File: config.mk
export PLATFORM = sky130hd
export DESIGN_NAME = sj_seq_alu_flat
export DESIGN_NICKNAME = d
export VERILOG_FILES = /design/src/rtl/sj_seq_alu_if.sv /design/src/rtl/sj_seq_alu.sv /design/src/flat_wrapper.sv
export SDC_FILE = /design/constraint.sdc
export NUM_CORES = 1
export LEC_CHECK = 0
export BUFFER_PORTS_ARGS = -buffer_cell sky130_fd_sc_hd__buf_2
export CAP_MARGIN = 0
export CORE_UTILIZATION = 50
export CTS_CLUSTER_SIZE = 16
export DETAILED_ROUTE_END_ITERATION = 10
export MAX_ROUTING_LAYER = met4
export PLACE_DENSITY = 0.75
export SLEW_MARGIN = 5
export SYNTH_ARGS = -nofsm -noshare
export SYNTH_HDL_FRONTEND = slang
export SYNTH_SLANG_ARGS = --single-unit
File: constraint.sdc
create_clock -name clk -period 4.17 [get_ports clk]
set_clock_uncertainty 0.2 [all_clocks]
set_input_delay 0.834 -clock clk [delete_from_list [all_inputs] [get_ports clk]]
set_output_delay 0.834 -clock clk [all_outputs]
set_load 0.005 [all_outputs]
File: src/rtl/sj_seq_alu_if.sv
`default_nettype none
// ============================================================================
// Module   : sj_seq_alu_if
// Brief    : Operand/command and result bundle for the sequential ALU.
// Revision : 1.0 - initial release
// ============================================================================
interface sj_seq_alu_if #(
    parameter int WIDTH = 8
);
    logic [WIDTH-1:0] readA;
    logic [WIDTH-1:0] readB;
    logic [2:0]       op;
    logic             start;
    logic             busy;
    logic             done;
    logic [WIDTH-1:0] write;
    logic             carry;
    logic             zero;

    modport master (
        output readA, readB, op, start,
        input  busy, done, write, carry, zero
    );

    modport slave (
        input  readA, readB, op, start,
        output busy, done, write, carry, zero
    );
endinterface
`default_nettype wire

File: src/rtl/sj_seq_alu.sv
`default_nettype none
// ============================================================================
// Module   : sj_seq_alu
// Brief    : Sequential ALU: single-cycle ops plus an iterative shift-add MUL.
// Revision : 1.0 - initial release
// ============================================================================
module sj_seq_alu #(
    parameter int WIDTH = 8,
    parameter int SHW   = $clog2(WIDTH)
) (
    input  wire logic   clk,
    input  wire logic   RST,
    sj_seq_alu_if.slave bus
);
    localparam int CW = $clog2(WIDTH);

    localparam logic [2:0] c_OP_ADD = 3'b000;
    localparam logic [2:0] c_OP_SUB = 3'b001;
    localparam logic [2:0] c_OP_AND = 3'b010;
    localparam logic [2:0] c_OP_OR  = 3'b011;
    localparam logic [2:0] c_OP_XOR = 3'b100;
    localparam logic [2:0] c_OP_MUL = 3'b101;
    localparam logic [2:0] c_OP_ACC = 3'b110;
    localparam logic [2:0] c_OP_SHL = 3'b111;

    typedef enum logic [1:0] {
        S_IDLE = 2'd0,
        S_EXEC = 2'd1,
        S_MUL  = 2'd2
    } state_t;

    state_t             r_state;
    state_t             w_state_next;
    logic               w_accept;
    logic               w_mul_last;

    logic [WIDTH-1:0]   r_a;
    logic [WIDTH-1:0]   r_b;
    logic [2:0]         r_op;
    logic [CW-1:0]      r_cnt;
    logic [2*WIDTH-1:0] r_prod;

    logic [WIDTH-1:0]   r_write;
    logic               r_carry;
    logic               r_zero;
    logic               r_done;
    logic               r_busy;

    logic [WIDTH:0]     w_alu;
    logic [WIDTH:0]     w_mul_sum;
    logic [2*WIDTH-1:0] w_prod_next;

    // ---------------------------------------------------------------- FSM
    always_ff @(posedge clk) begin
        if (RST) begin
            r_state <= S_IDLE;
        end else begin
            r_state <= w_state_next;
        end
    end

    always_comb begin
        w_state_next = r_state;
        w_accept     = 1'b0;
        w_mul_last   = (r_state == S_MUL) && (r_cnt == CW'(WIDTH - 1));
        case (r_state)
            S_IDLE: begin
                if (bus.start) begin
                    w_accept     = 1'b1;
                    w_state_next = (bus.op == c_OP_MUL) ? S_MUL : S_EXEC;
                end
            end
            S_EXEC:  w_state_next = S_IDLE;
            S_MUL:   if (w_mul_last) w_state_next = S_IDLE;
            default: w_state_next = S_IDLE;
        endcase
    end

    // -------------------------------------------------- single-cycle ALU
    // Bit WIDTH carries carry-out, borrow, or the last bit shifted out.
    always_comb begin
        w_alu = '0;
        case (r_op)
            c_OP_ADD: w_alu = {1'b0, r_a} + {1'b0, r_b};
            c_OP_SUB: w_alu = {1'b0, r_a} - {1'b0, r_b};
            c_OP_AND: w_alu = {1'b0, r_a & r_b};
            c_OP_OR:  w_alu = {1'b0, r_a | r_b};
            c_OP_XOR: w_alu = {1'b0, r_a ^ r_b};
            c_OP_ACC: w_alu = {1'b0, r_write} + {1'b0, r_a};
            c_OP_SHL: w_alu = {1'b0, r_a} << r_b[SHW-1:0];
            default:  w_alu = '0;
        endcase
    end

    // Shift-add step: multiplier sits in the low half and drains out the right.
    always_comb begin
        w_mul_sum   = {1'b0, r_prod[2*WIDTH-1:WIDTH]} + (r_prod[0] ? {1'b0, r_a} : '0);
        w_prod_next = {w_mul_sum, r_prod[WIDTH-1:1]};
    end

    // ---------------------------------------------------------- datapath
    always_ff @(posedge clk) begin
        if (RST) begin
            r_a     <= '0;
            r_b     <= '0;
            r_op    <= '0;
            r_cnt   <= '0;
            r_prod  <= '0;
            r_write <= '0;
            r_carry <= 1'b0;
            r_zero  <= 1'b1;
            r_done  <= 1'b0;
            r_busy  <= 1'b0;
        end else begin
            r_done <= 1'b0;
            r_busy <= (w_state_next != S_IDLE);

            if (w_accept) begin
                r_a    <= bus.readA;
                r_b    <= bus.readB;
                r_op   <= bus.op;
                r_cnt  <= '0;
                r_prod <= {{WIDTH{1'b0}}, bus.readB};
            end

            if (r_state == S_EXEC) begin
                r_write <= w_alu[WIDTH-1:0];
                r_carry <= w_alu[WIDTH];
                r_zero  <= (w_alu[WIDTH-1:0] == '0);
                r_done  <= 1'b1;
            end

            if (r_state == S_MUL) begin
                r_prod <= w_prod_next;
                r_cnt  <= r_cnt + 1'b1;
                if (w_mul_last) begin
                    r_write <= w_prod_next[WIDTH-1:0];
                    r_carry <= |w_prod_next[2*WIDTH-1:WIDTH];
                    r_zero  <= (w_prod_next[WIDTH-1:0] == '0);
                    r_done  <= 1'b1;
                end
            end
        end
    end

    assign bus.write = r_write;
    assign bus.carry = r_carry;
    assign bus.zero  = r_zero;
    assign bus.done  = r_done;
    assign bus.busy  = r_busy;

endmodule
`default_nettype wire

File: src/flat_wrapper.sv
// flat-port wrapper written by rule: the top's interface ports become plain ports
module sj_seq_alu_flat 
#(
    parameter int WIDTH = 8,
    parameter int SHW   = $clog2(WIDTH)
)
  (clk, RST, bus_readA, bus_readB, bus_op, bus_start, bus_busy, bus_done, bus_write, bus_carry, bus_zero);
  sj_seq_alu_if #(.WIDTH(WIDTH)) bus_i ();
  input  wire logic clk;
  input  wire logic RST;
  input wire logic [$bits(bus_i.readA)-1:0] bus_readA;
  input wire logic [$bits(bus_i.readB)-1:0] bus_readB;
  input wire logic [$bits(bus_i.op)-1:0] bus_op;
  input wire logic [$bits(bus_i.start)-1:0] bus_start;
  output wire logic [$bits(bus_i.busy)-1:0] bus_busy;
  output wire logic [$bits(bus_i.done)-1:0] bus_done;
  output wire logic [$bits(bus_i.write)-1:0] bus_write;
  output wire logic [$bits(bus_i.carry)-1:0] bus_carry;
  output wire logic [$bits(bus_i.zero)-1:0] bus_zero;
  assign bus_i.readA = bus_readA;
  assign bus_i.readB = bus_readB;
  assign bus_i.op = bus_op;
  assign bus_i.start = bus_start;
  assign bus_busy = bus_i.busy;
  assign bus_done = bus_i.done;
  assign bus_write = bus_i.write;
  assign bus_carry = bus_i.carry;
  assign bus_zero = bus_i.zero;
  sj_seq_alu #(.WIDTH(WIDTH), .SHW(SHW)) u_core (.clk(clk), .RST(RST), .bus(bus_i));
endmodule
# [After elaboration in Yosys (flattened, before gate mapping)]
# Cells that the tools add are included.
[word_totals] ff_bits=52 latch_bits=0 ramBits=0 romBits=0 in_bits=22 out_inout_bits=12 wordCells=62 memories=0
[op_classes] add_sub_neg=5 n_mul=0 div_mod_pow=0 magnitude_cmp=0 n_eq_ne=10 shift=1 muxes=24 bitwise_logic=3 n_reduce_logical=8
[op_table] op="9-bit case mux with 7 select lines" n=1
[op_table] op="16-bit 2-to-1 mux" n=2
[op_table] op="8-bit 2-to-1 mux" n=4
[op_table] op="8-bit by 8-bit adder with 9-bit output" n=2
[op_table] op="8-bit zero test" n=2
[op_table] op="3-bit equality test (second input constant)" n=5
[op_table] op="1-bit 2-to-1 mux" n=11
[op_table] op="8-bit by 9-bit adder with 9-bit output" n=1
[op_table] op="8-bit by 3-bit << shifter with 9-bit output" n=1
[op_table] op="8-bit by 8-bit subtractor with 9-bit output" n=1
[op_table] op="8-bit bitwise AND" n=1
[op_table] op="8-bit bitwise OR" n=1
[op_table] op="8-bit OR reduction" n=1
[op_table] op="8-bit bitwise XOR" n=1
[op_table] op="3-bit by 2-bit equality test with 1-bit output (second input constant)" n=2
[op_table] op="2-bit 2-to-1 mux" n=3
[op_table] op="3-bit 2-to-1 mux" n=2
[op_table] op="2-bit case mux with 2 select lines" n=1
[op_table] op="2-bit nonzero test" n=2
[op_table] op="3-bit by 1-bit adder with 3-bit output (second input constant)" n=1
[op_table] op="3-bit by 1-bit equality test with 1-bit output (second input constant)" n=1
[op_table] op="3-bit zero test" n=1
[op_table] op="2-bit by 1-bit equality test with 1-bit output (second input constant)" n=1
[op_table] op="2-bit equality test (second input constant)" n=1
[op_table] op="other kinds (2)" n=2

# [Longest topological paths before layout]
[depth] ltp_word=6 depth_mapped=15

# [Worst setup path before layout]
# OpenSTA, ideal clock, no wires.
[synth_path] path_type="register to register" from="reg u_core.r_b[0]" to="reg u_core.r_zero, in the netlist u_core.bus.zero" setup_time_ps=115 arrival_ps=3024 slack_ps=830 stages_incl_launch_ff=15 n_path_buf=1 synth_period_minus_slack_ps=3340 path_cell_list="dfxtp_1 > buf_4 > inv_1 > ha_1 > or3b_4 > or2b_1 > nand2_1 > a21oi_1 > a311oi_1 > ha_1 > or3_1 > a41oi_1 > mux2i_1 > nor3_1 > a31o_1"
[synth_via] elab_chain_len=6 word_cells_on_any_way=11 classes_between="add/sub: 2; shift: 1; mux: 4; bitwise: 3; reduce/logical: 1"
[synth_lines] item="start, declared" line_no="sj_seq_alu.sv:38" source="logic [WIDTH-1:0] r_b;"
[synth_lines] item="start signal, assigned" line_no="sj_seq_alu.sv:120" source="r_b <= bus.readB;"
[synth_lines] item="8-bit by 8-bit subtractor with 9-bit output, or another cell as far along" line_no="sj_seq_alu.sv:85" source="c_OP_SUB: w_alu = {1'b0, r_a} - {1'b0, r_b};"
[synth_lines] item="9-bit case mux with 7 select lines *" line_no="sj_seq_alu.sv:83" source="case (r_op)"
[synth_lines] item="8-bit zero test *" line_no="sj_seq_alu.sv:129" source="r_zero <= (w_alu[WIDTH-1:0] == '0);"
[synth_lines] item="1-bit 2-to-1 mux *" line_no="sj_seq_alu.sv:126" source="if (r_state == S_EXEC) begin"
[synth_lines] item="1-bit 2-to-1 mux" line_no="sj_seq_alu.sv:136" source="if (w_mul_last) begin"
[synth_lines] item="1-bit 2-to-1 mux *" line_no="sj_seq_alu.sv:133" source="if (r_state == S_MUL) begin"
[synth_lines] item="end signal, assigned" line_no="sj_seq_alu.sv:129"
[synth_lines] item="end signal, assigned" line_no="sj_seq_alu.sv:139" source="r_zero <= (w_prod_next[WIDTH-1:0] == '0);"
[synth_lines] item="end, declared" line_no="sj_seq_alu.sv:45" source="logic r_zero;"
# Every way passes the cells marked *; elsewhere a longest branch is shown, timed or not.
# A chain may end at the register's enable or synchronous reset.

# [Worst setup path in the final report]
[layout_path] from="reg u_core.r_b[1]" to="reg u_core.r_zero, in the netlist u_core.bus.zero"
# The elaborated chain is that of the path after synthesis.

==> flow_summary.yaml <==
placement:
  pre_cts_ws_ns: 0.524
  io_buffers: 33
  hpwl_um: 8480
  gp_congestion: 0.948
layout:
  final_util: 0.573
  nNetsFinal: 594
  fillers: 703
  drive_gt1_frac: 0.133
  multi_input_area_sq_um: 2660
  antenna_cells: 0
  syn_to_final_growth_pct: 8.57
  register_area_sq_um: 1040
drt:
  route.detailed.drc: 0
  totalWireLength_um: 11300
  vias_per_cell: 6.05
  drtAntennaViolNets: 0
  drt_iter0_drc: 248
  drtPass1Iterations: 6
  detail_route.wl_per_cell_um: 17.7
  vias: 3833
clocking:
  worst_skew_pair.late_latency_ns: 0.29
  cts_tree: "built"
  clock_path_buffers: 2
  holdBufCountCts: 0
  clk_pin_slew_worst_paths_ns: 0.09
  htree_levels: 2
  cts_sinks: 52
  cts_made_buffers: 5
  root_buffer: "clkbuf_8"
  cts_resized: 0
  post-cts-setup-buffers: 0
floorplanning:
  core_sq_um: 7410
  die_h_um: 90.5
  dieArea_sq_um: 8180
  start_util: 0.528
  rows: 31
  io_pins: 34
  die_w_um: 90.5
synth:
  yosysWarningCount: 0
  synthArstFlopShare: 0
  avgSynthCellArea_sq_um: 7.60
  synth_edf_count: 0
  ys_seq_area_frac: 0.266
  synth_cell_types: 67
  synth_top_area_cell: "dfxtp_1"
  postSynthCellCount: 515
  synth.ff_latch_count: 52
  synth_most_common_cell: "nand2_1"
  synth_flop_cell: "dfxtp_1"
  syn_area_sq_um: 3910
  synth_top_cell_area_share: 0.266
  syn_nets: 575
  synth.area.top_cells: "dfxtp_1 27%, ha_1 12%, nand2_1 9.6%"
  yosys-top-cells-count: "100 x nand2_1, 53 x a21oi_1, 52 x dfxtp_1"
worst_setup_path:
  reg2reg_to: "u_core.bus.zero"
  required_ns: 4.17
  max_stage_delay_ns: 0.57
  worst-path-buf-inv: 1
  crit_path_frequent_cell: "ha_1"
  r2r_slack_ns: 0.43
  critPathLaunchType: "flop"
  crit_type: "flop to flop"
  r2r-start: "u_core.r_b[1]"
  arrival_ns: 3.74
  worstPathCellList: "inv_2 > ha_1 > or3b_4 > or2b_1 > nand2_1 > a21oi_1 > a311oi_1 > ha_1 > or3_1 > a41oi_1 > mux2i_1 > nor3_1 > a31o_1"
  path_delay_family: "simple AND/OR/NAND/NOR gates"
  ff2ff_path_depth: 13
  cp_max_fo: 12
  slowest_stage: "dfxtp_1"
  cp-end-kind: "flop"
sta:
  worstMarginPinSlew_ns: 0.936
  period_needed_ns: 3.74
  hold_viol: 0
  rsz0062_at_grt: "no"
  setup-violations-final: 0
  drv_slew: 0
  fin_ws_ns: 0.432
  fin_crit_sh: 0.896
  tns_ns: 0
  relSlewSlack: 0.376
  max_freq_mhz: 268
outcome:
  status: "finished clean"
global_routing:
  overflow: 0
  antenna_found_initial: 0
  grt_max_degree: 52
  grt_pass1_wl_um: 18500
  grt_usage: 0.289
  grt_pass1_vias: 3779
pwr:
  power_density_nw_per_um2: 279
  leakage_nw: 1.72
  peakVddDrop_uv: 280
worst_hold_path:
  hold_depth: 2
  min-delay-start: "u_core.r_cnt[2]"
  whs_endpoint: "u_core.r_cnt[2]"
  hold_class: "flop to flop"
flow_run:
  timing.max_cap.violations: 0
## power by group
part,switching [mW],total (mW),internal (mW)
Clock,0.158,0.337,0.178
Sequential,0.0460,0.566,0.520
Combinational,0.169,0.283,0.115
Total,0.373,1.19,0.813
## logic make-up after synthesis
kind of cell             count (synthesis)  share of synthesized area
AND/OR/NAND/NOR                        197                      0.235
AO/OA/AOI/OAI                          154                      0.257
buffers and inverters                   53                     0.0553
flip-flops                              52                      0.266
adder cells (fa/ha/maj)                 38                      0.125
multiplexers                            12                     0.0416
XOR/XNOR                                 9                     0.0201
## worst max-delay path by stage
stage | startpoint | to | slack, ns | depth (start not counted)
2_1_floorplan | u_core.r_b[0] | u_core.bus.zero | 0.83 | 14
3_3_place_gp | u_core.r_b[1] | u_core.bus.zero | 0.54 | 13
3_5_place_dp | u_core.r_b[1] | u_core.bus.zero | 0.52 | 13
4_1_cts | u_core.r_b[1] | u_core.bus.write[7] | 0.48 | 13
5_1_grt | u_core.r_b[1] | u_core.bus.write[7] | 0.15 | 13
6_report | u_core.r_b[1] | u_core.bus.zero | 0.43 | 13
## registers in the layout, indices dropped and copies added (netlist names)
signal,cells
u_core.r_prod,16
u_core.bus.write,8
u_core.r_a,8
u_core.r_b,8
u_core.r_cnt,3
u_core.r_op,3
u_core.r_state,2
u_core.bus.busy,1
u_core.bus.carry,1
u_core.bus.done,1
u_core.bus.zero,1
## area by class of cell
| class | instances | share of cell area |
|---|---|---|
| Multi-Input combinational cell | 410 | 0.626 |
| Timing Repair Buffer | 41 | 0.0530 |
| Sequential cell | 52 | 0.245 |
| Inverter | 24 | 0.0212 |
| Tap cell | 99 | 0.0292 |
| Clock inverter | 2 | 0.00825 |
| Clock buffer | 6 | 0.0171 |
## stage by stage
step | cell area [sq um] | std cells | total power [mW] | hold slack (ns)
2_1_floorplan | 3910 | 515 | 0.762 | 0.252
3_5_place_dp | 4140 | 626 | 0.852 | 0.266
4_1_cts | 4250 | 634 | 1.19 | 0.281
6_report | 4250 | 634 | 1.19 | 0.277
5_1_grt | 4250 | 634 | 1.25 | 0.308
3_3_place_gp | 4140 | 626 | 0.854 | 0.258
## worst min-delay path, stage by stage, from the launching register on
cell and delay [ns]:
dfxtp_1 0.32, nand3_1 0.06, a21oi_1 0.05
## cell usage in the layout (no fill, tap or decap), drive strengths merged, types with 3 or more instances in the layout
cell,Yosys,final
nor3b,3,3
nand3,20,20
nand2,100,100
a211oi,3,3
dfxtp,52,52
o211ai,3,3
o32a,6,6
nor2b,5,5
nor3,9,9
a211o,3,3
or3,3,3
clkbuf,19,6
a21oi,53,53
and2,9,9
xor2,5,5
ha,36,36
mux2i,5,5
nor4,4,4
or2,4,4
mux4,3,3
a31oi,19,19
nand2b,9,9
a311oi,3,3
o22ai,6,6
o21ai,23,23
a22oi,10,10
xnor2,4,4
inv,23,23
buf,10,41
a21o,3,3
mux2,4,4
nor2,23,23
## layer usage
metal / up-vias / GRT usage / share of wire
met1: 1796 / 0.375 / 0.45
met3: 17 / 0.0463 / 0.064
met4: 0 / 0.108 / 0.022
li1: 1887 / - / -
met5: - / - / 0
met2: 133 / 0.451 / 0.46
Note: power is estimated with default switching activity, not from simulation.
